<file path="config.mk">
export PLATFORM = sky130hd
export DESIGN_NAME = grey_encoder_arbiter
export DESIGN_NICKNAME = d
export VERILOG_FILES = /design/src/rtl/grey_encoder_arbiter.sv
export SDC_FILE = /design/constraint.sdc
export NUM_CORES = 1
export LEC_CHECK = 0
export CAP_MARGIN = 25
export CORE_MARGIN = 2
export CORE_UTILIZATION = 30
export DETAILED_ROUTE_END_ITERATION = 7
export PLACE_DENSITY = 0.52
export SKIP_LAST_GASP = 1
export SYNTH_ARGS = -nofsm -noshare
export SYNTH_HDL_FRONTEND = slang
export SYNTH_SLANG_ARGS = --single-unit
</file>
<file path="constraint.sdc">
create_clock -name i_clk -period 4.95 [get_ports i_clk]
set_input_delay 0.99 -clock i_clk [delete_from_list [all_inputs] [get_ports i_clk]]
set_output_delay 0.99 -clock i_clk [all_outputs]
set_load 0.02 [all_outputs]
</file>
<file path="src/rtl/grey_encoder_arbiter.sv">
// grey_encoder_arbiter: round-robin shared Gray encoder with a one-entry registered output slot
//   i_clk, i_rst_n      clock, asynchronous active-low reset
//   i_en                global enable for new grants
//   i_req, i_bin        per-requester request and flattened binary values (requester r at [r*N +: N])
//   o_gnt               combinational one-hot grant
//   o_grey, o_id        registered Gray value and source requester index
//   o_valid, i_ready    output slot handshake
module grey_encoder_arbiter #(
   parameter int N    = 3,
   parameter int REQS = 4,
   parameter int ID_W = 2
) (
   input  logic              i_clk,
   input  logic              i_rst_n,
   input  logic              i_en,
   input  logic [REQS-1:0]   i_req,
   input  logic [REQS*N-1:0] i_bin,
   output logic [REQS-1:0]   o_gnt,
   output logic [N-1:0]      o_grey,
   output logic [ID_W-1:0]   o_id,
   output logic              o_valid,
   input  logic              i_ready
);
   logic [N-1:0] bin [REQS];
   logic [ID_W-1:0] ptr, idx, gidx;
   logic grant_ok, found;
   logic [N-1:0] grey_next;
   for (genvar r = 0; r < REQS; r++) begin : g_bin
      assign bin[r] = i_bin[r*N +: N];
   end
   // gating on i_rst_n keeps o_gnt low during reset
   assign grant_ok = i_rst_n && i_en && (!o_valid || i_ready) && |i_req;
   // scan ptr+1, ptr+2, ... modulo REQS; first pending request wins
   always_comb begin
      o_gnt = '0;
      found = 1'b0;
      gidx = '0;
      idx = '0;
      for (int k = 1; k <= REQS; k++) begin
         idx = ID_W'((32'(ptr) + k) % REQS);
         if (grant_ok && !found && i_req[idx]) begin
            o_gnt[idx] = 1'b1;
            gidx = idx;
            found = 1'b1;
         end
      end
   end
   assign grey_next = bin[gidx] ^ (bin[gidx] >> 1);
   always_ff @(posedge i_clk or negedge i_rst_n)
      if (!i_rst_n) begin
         o_valid <= 1'b0;
         o_grey <= '0;
         o_id <= '0;
         ptr <= ID_W'(REQS - 1);
      end else if (found) begin
         o_valid <= 1'b1;
         o_grey <= grey_next;
         o_id <= gidx;
         ptr <= gidx;
      end else if (i_ready)
         o_valid <= 1'b0;
endmodule

</file>
==> metrics.md <==
| Metric | Value |
|---|---|
| Post-Syn Area | about 0.0011 mm^2 |
| Worst setup SP type | register |
| Sw Ratio | between 40 and 50% |
| Fin crit share | 92.7% |
| Clock Root Buffer | clkbuf_4 |
| Min Tclk post-route | ~4.6 ns |
| FP Rows | 21 |
| Register area | just over 200 um^2 |
| Clock group share of total power | 7.6% |
| Total Wirelength | around 2400 um |
| Grt peak-use layer | met2 |
| Wire per inst | about 13 um |
| Critical Path AT | between 3 and 4 ns |
| Worst-margin pin slew | 0.642 ns |
| Synth top area cells | dfrtp_1, ha_1, xnor2_1 |
| CTS tree | done |
| Fin Setup TNS | 0 ns |
| Fill cells | between 300 and 400 |
| DR DRC count | 0 |
| Pwr/cell area | 510 mW/mm^2 |
| Yosys warning total | 0 |
| Boundary Pins | 30 |
| Critical path class | register to output port |
| CTS Sinks | 8 |
| Initial antenna violation count | 0 |
| Net switching power figure | 0.000334 W |
| CTS max path bufs | 2 |
| Combinational share of power | between 70% and 80% |
| Max Cap Viol | 0 |
| Syn_nets | 142 |
| Drt pass-1 iters | 6 |
| Multi-input logic area | a little over 800 um^2 |
| Share of the synthesized area in the top cell type | between 10% and 20% |
| Clk pin slew, worst setup/hold paths | around 0.05 ns |
| First-pass GRT wire length | 4150 um |
| Internal power | 0.000393 W |
| Ant diodes | 0 |
| Met3 usage | 3.21% |
| Fin. Hold Viols | 0 |
| Cells after Synth | between 100 and 150 |
| Ys async rst share | 100% |
| Vias in the first global route | 950 |
| Vias per inst | between 5 and 6 |
| Synth unique cells | a little over 50 |
| Starting Density | between 30% and 40% |
| Max H-tree Level | 1 |
| Layout cells sized above 1 | between 10% and 20% |
| Core Util, Final | 42.0% |
| Area growth syn-to-layout | 33.2% |
| CTS resizes | 0 |
| Worst Setup End Kind | output port |
| Hold Crit Class | register to register |
| RSZ-0062 raised after global routing | no |
| DRT iter0 DRCs | just over 70 |
| Final setup fails | 0 |
| Antenna-violating nets left | 0 |
| Hold_buf cts | 0 |
| Gr usage total | 12.6% |
| CP Data Required Time | about 4.0 ns |
| Fmax | 218 MHz |
| Worst-Skew Late Latency | approximately 0.26 ns |
| Yosys top cell by area | dfrtp_1 |
| Total power | roughly 0.00073 W |
| Nets | roughly 170 |
| Overall die width | ~64 um |
| Syn_area_per_cell | about 9.4 um^2 |
| Crit-path max FO | 17 |
| Final slew viol count | 0 |
| GPL Wtd Cong | about 0.8 |
| Max-slew headroom | 57.2% |
| Final HPWL from detailed placement | about 2000 um |
| Worst hold margin | just under 0.5 ns |
| Core area | between 0.003 and 0.004 mm^2 |
| #FFs+latches synth | 8 |
| Sequential cell area fraction in the yosys report | approximately a fifth |
| Number of vias in the routed layout | between 900 and 1,000 |
| Pin count of the biggest net entering global routing | 18 |
| Reg power frac | about a fifth |
| GR Layer Usage met1 | between 10% and 20% |
| Met2 Use GR | between 20% and 30% |
| Die Ht | about 64 um |
| IO buf count | 29 |
| Post-CTS Setup Inserts | 0 |
| TritonCTS Buffers | 3 |
| Leakage | about 0.57 nW |
| Final clock skew | approximately 0.008 ns |
| Outcome | complete, no violations |
| Number of flops mapped to enable cells by yosys | 0 |
| Grt total ovfl | 0 |
| Ys flop type | dfrtp_1 |
| Die ar. | roughly 0.0041 mm^2 |
| Worst VDD drop | 0.163 mV |
[cell usage in the layout (no fill, tap or decap), drive strengths merged, types with 3 or more instances in the layout]
cell type,Yosys,routed
mux2i,5,5
o21ai,8,8
clkdlybuf4s50,0,29
clkbuf,1,4
nor2b,5,5
inv,4,4
xnor2,8,8
ha,8,8
nor2,6,6
dfrtp,6,6
a222oi,4,4
nand3,3,3
nand2,13,13
[critical path, stage by stage (launching register included)]
cell             delay, ns
dfstp_2               0.72
inv_1                 0.22
ha_1                  0.42
nand2b_1              0.21
a32oi_1               0.58
nor2b_1               0.20
a222oi_1              0.36
o21ai_1               0.09
clkdlybuf4s50_1       0.54
[sequential cells by signal, summed over array words and instances (netlist names)]
| name | flops |
|---|---|
| o_valid | 1 |
| o_id | 2 |
| o_grey | 3 |
| ptr | 2 |
[worst paths after layout]
kind                                  end  slack [ns]  cells after the start  startpoint
max in group asynchronous          ptr[0]        3.71                      2     i_rst_n
worst min register to register    o_id[0]        0.49                      1     o_id[0]
worst max register to register  o_grey[1]        1.93                      8      ptr[0]
min in group asynchronous         o_id[1]        1.02                      2     i_rst_n
worst max-delay path             o_gnt[0]        0.36                      8      ptr[0]
worst min-delay path              o_id[0]        0.49                      1     o_id[0]
[routing by layer]
layer	routed length, um	vias up
met5	0	-
met4	13	0
met3	122	2
met2	1210	33
met1	1080	465
li1	-	498
[through the flow]
step           area (um^2)  setup WS [ns]  std cells
3_3_place_gp          1400          0.434        187
3_5_place_dp          1400          0.379        187
4_1_cts               1430          0.379        191
6_report              1430          0.362        191
5_1_grt               1430          0.108        191
2_1_floorplan         1070           1.42        114
[power groups by stage]
stage | clock [W] | sequential [W] | combinational [W]
floorplan | 0 | 0.000154 | 0.000383
global placement | 0 | 0.000147 | 0.000533
detailed placement | 0 | 0.000145 | 0.000530
CTS | 0.0000579 | 0.000145 | 0.000531
global route | 0.0000615 | 0.000152 | 0.000574
finish | 0.0000553 | 0.000144 | 0.000527
[kinds of logic after synthesis]
family	count (synthesis)	synth area share, %
XOR/XNOR	8	6.55
AO/OA/AOI/OAI	31	28.5
AND/OR/NAND/NOR	44	23.2
multiplexers	7	8.89
buffers and inverters	8	4.56
adder cells (fa/ha/maj)	8	9.36
flip-flops	8	18.9
[synth_stat cells, types with 2 or more instances]
library cell / n
nand2_1: 13
ha_1: 8
xnor2_1: 8
dfrtp_1: 6
nor2_1: 6
o21ai_1: 6
mux2i_1: 5
a222oi_1: 4
inv_1: 4
nor2b_1: 4
nand3_1: 3
a221o_1: 2
a311o_1: 2
buf_4: 2
dfstp_2: 2
mux4_2: 2
nand2b_1: 2
o21ai_0: 2
[cell type report]
class	instances	share of cell area, %
clock buffers	4	1.84
well taps	46	4.04
multi-input cells	98	57.4
flip-flops and latches	8	14.2
repair buffers	31	21.4
inverters	4	1.05
No activity file was read; power rests on OpenSTA's default activity.
==> variant: new RTL, config.mk and constraints unchanged <==
Reset style: synchronous (`i_rst_n`), changed in one clocked block. Comments in the files are not updated.
--- a/src/rtl/grey_encoder_arbiter.sv
+++ b/src/rtl/grey_encoder_arbiter.sv
@@ -46,7 +46,7 @@
       end
    end
    assign grey_next = bin[gidx] ^ (bin[gidx] >> 1);
-   always_ff @(posedge i_clk or negedge i_rst_n)
+   always_ff @(posedge i_clk)
       if (!i_rst_n) begin
          o_valid <= 1'b0;
          o_grey <= '0;
Check against the original RTL: differs if i_rst_n is asserted again (counterexample within 4 cycles, from zero or initial values and one cycle with i_rst_n low); with i_rst_n held inactive, the same outputs for 10 cycles.
==> variant against the original RTL <==
- global-route usage up 2.0 points
- highest routed layer is now met3
- final cell count shrank 6.3%
- non-clock buffer count grew 1
- synthesized area shrank 8.4%
- cell area decreased by 7.0%
- die area decreased by 7.9%
- via count is 6.4% lower
- sequential cell count did not move
- critical path depth fell by 1
- routed wire length decreased by 1.7%
- clock skew shrank 0.0030 ns
- worst setup slack better by 0.026 ns
Power is not compared: it rests on default switching activity, and its combinational part moved more than twofold at a synthesized area within 25%.
==> variant: results (changes against the original RTL) <==
Worst setup path
  • Crit Path Max Fanout: 11 (-6)
  • Worst path slowest cell: clkdlybuf4s50_1
  • R2R depth: 10 (+2)
  • Max incr delay on CP: 0.64 ns (-0.08 ns)
  • CP delay by family, top: buffers and inverters

Layout
  • Final std cells w/o fill: 179 (-6.3%)
  • Nets: 165 (-5.2%)
  • Clock network share of area: 0.0170 (-0.00144)
  • Seq/total area: 0.121 (-0.0214)

Logic synthesis
  • Gate Count Post-Synth: 105 (-7.9%)
  • Post-synthesis mux area share: 0.198 (+0.109)
  • Adder-Cell Fraction of Synth Area: 0.102 (+0.00860)
  • Post-synth top cells: 10 x mux2i_1, 8 x a22oi_1, 8 x dfxtp_1, 8 x ha_1

Drt
  • First-pass iteration count of the detailed router: 4 (-2)
  • Via/cell ratio: 5.22 (-0.14%)

Global routing
  • Largest net degree at the start of global routing: 12 (-6)
  • First-pass GRT wire length: 4.20 mm (+1.2%)
  • GR Util All Layers: 0.147 (+0.0204)
  • Vias in the first global route: 921 (-3.1%)
  • Met1 usage in global routing: 0.185 (+0.0244)
  • Routing usage on met3: 0.0378 (+0.00567)
  • Met2 usage: 0.258 (+0.0465)

Place
  • Pre-CTS WS: 0.392 ns (+0.0133 ns)
  • Placed cell areas: 0.00130 sq mm (-6.9%)
  • Placed cells: 176 (-5.9%)
  • Final GP Congestion: 0.786 (-1.9%)

Run status
  • Status: finished, final reports clean

Timing
  • Max-slew headroom: 0.517 (-0.0548)
  • Clk_skew: 0.00491 ns (-0.00302 ns)

Hold path
  • Hold Crit Depth: 2 (+1)

Die
  • Die width: 61.1 um (-4.0%)
variant: changes by cell type after synthesis, sizes merged, moves of 5 or more:
| cell | delta |
|---|---|
| nand2 | -7 |
| dfrtp | -6 |
| dfxtp | +8 |
| xnor2 | -5 |
| mux2i | +6 |
| a22oi | +7 |
variant: cells by family after synthesis:
logic type / after synthesis
AO/OA/AOI/OAI: 31
XOR/XNOR: 5
adder cells (fa/ha/maj): 8
buffers and inverters: 9
flip-flops: 8
multiplexers: 15
AND/OR/NAND/NOR: 29
variant: worst min-delay path: cells and delay by family, from the launching register on:
| family | cells | cell delay (ns) |
|---|---|---|
| and+or+nand+nor | 1 | 0.05 |
| DFF | 1 | 0.32 |
| AOI/OAI and AO/OA | 1 | 0.05 |
variant: final timing paths:
path,end,slack [ns],start
hold / removal,o_id[0],0.47,o_id[0]
hold reg to reg,o_id[0],0.47,o_id[0]
setup / recovery,o_gnt[3],0.39,i_req[3]
setup reg to reg,o_grey[0],1.45,ptr[0]
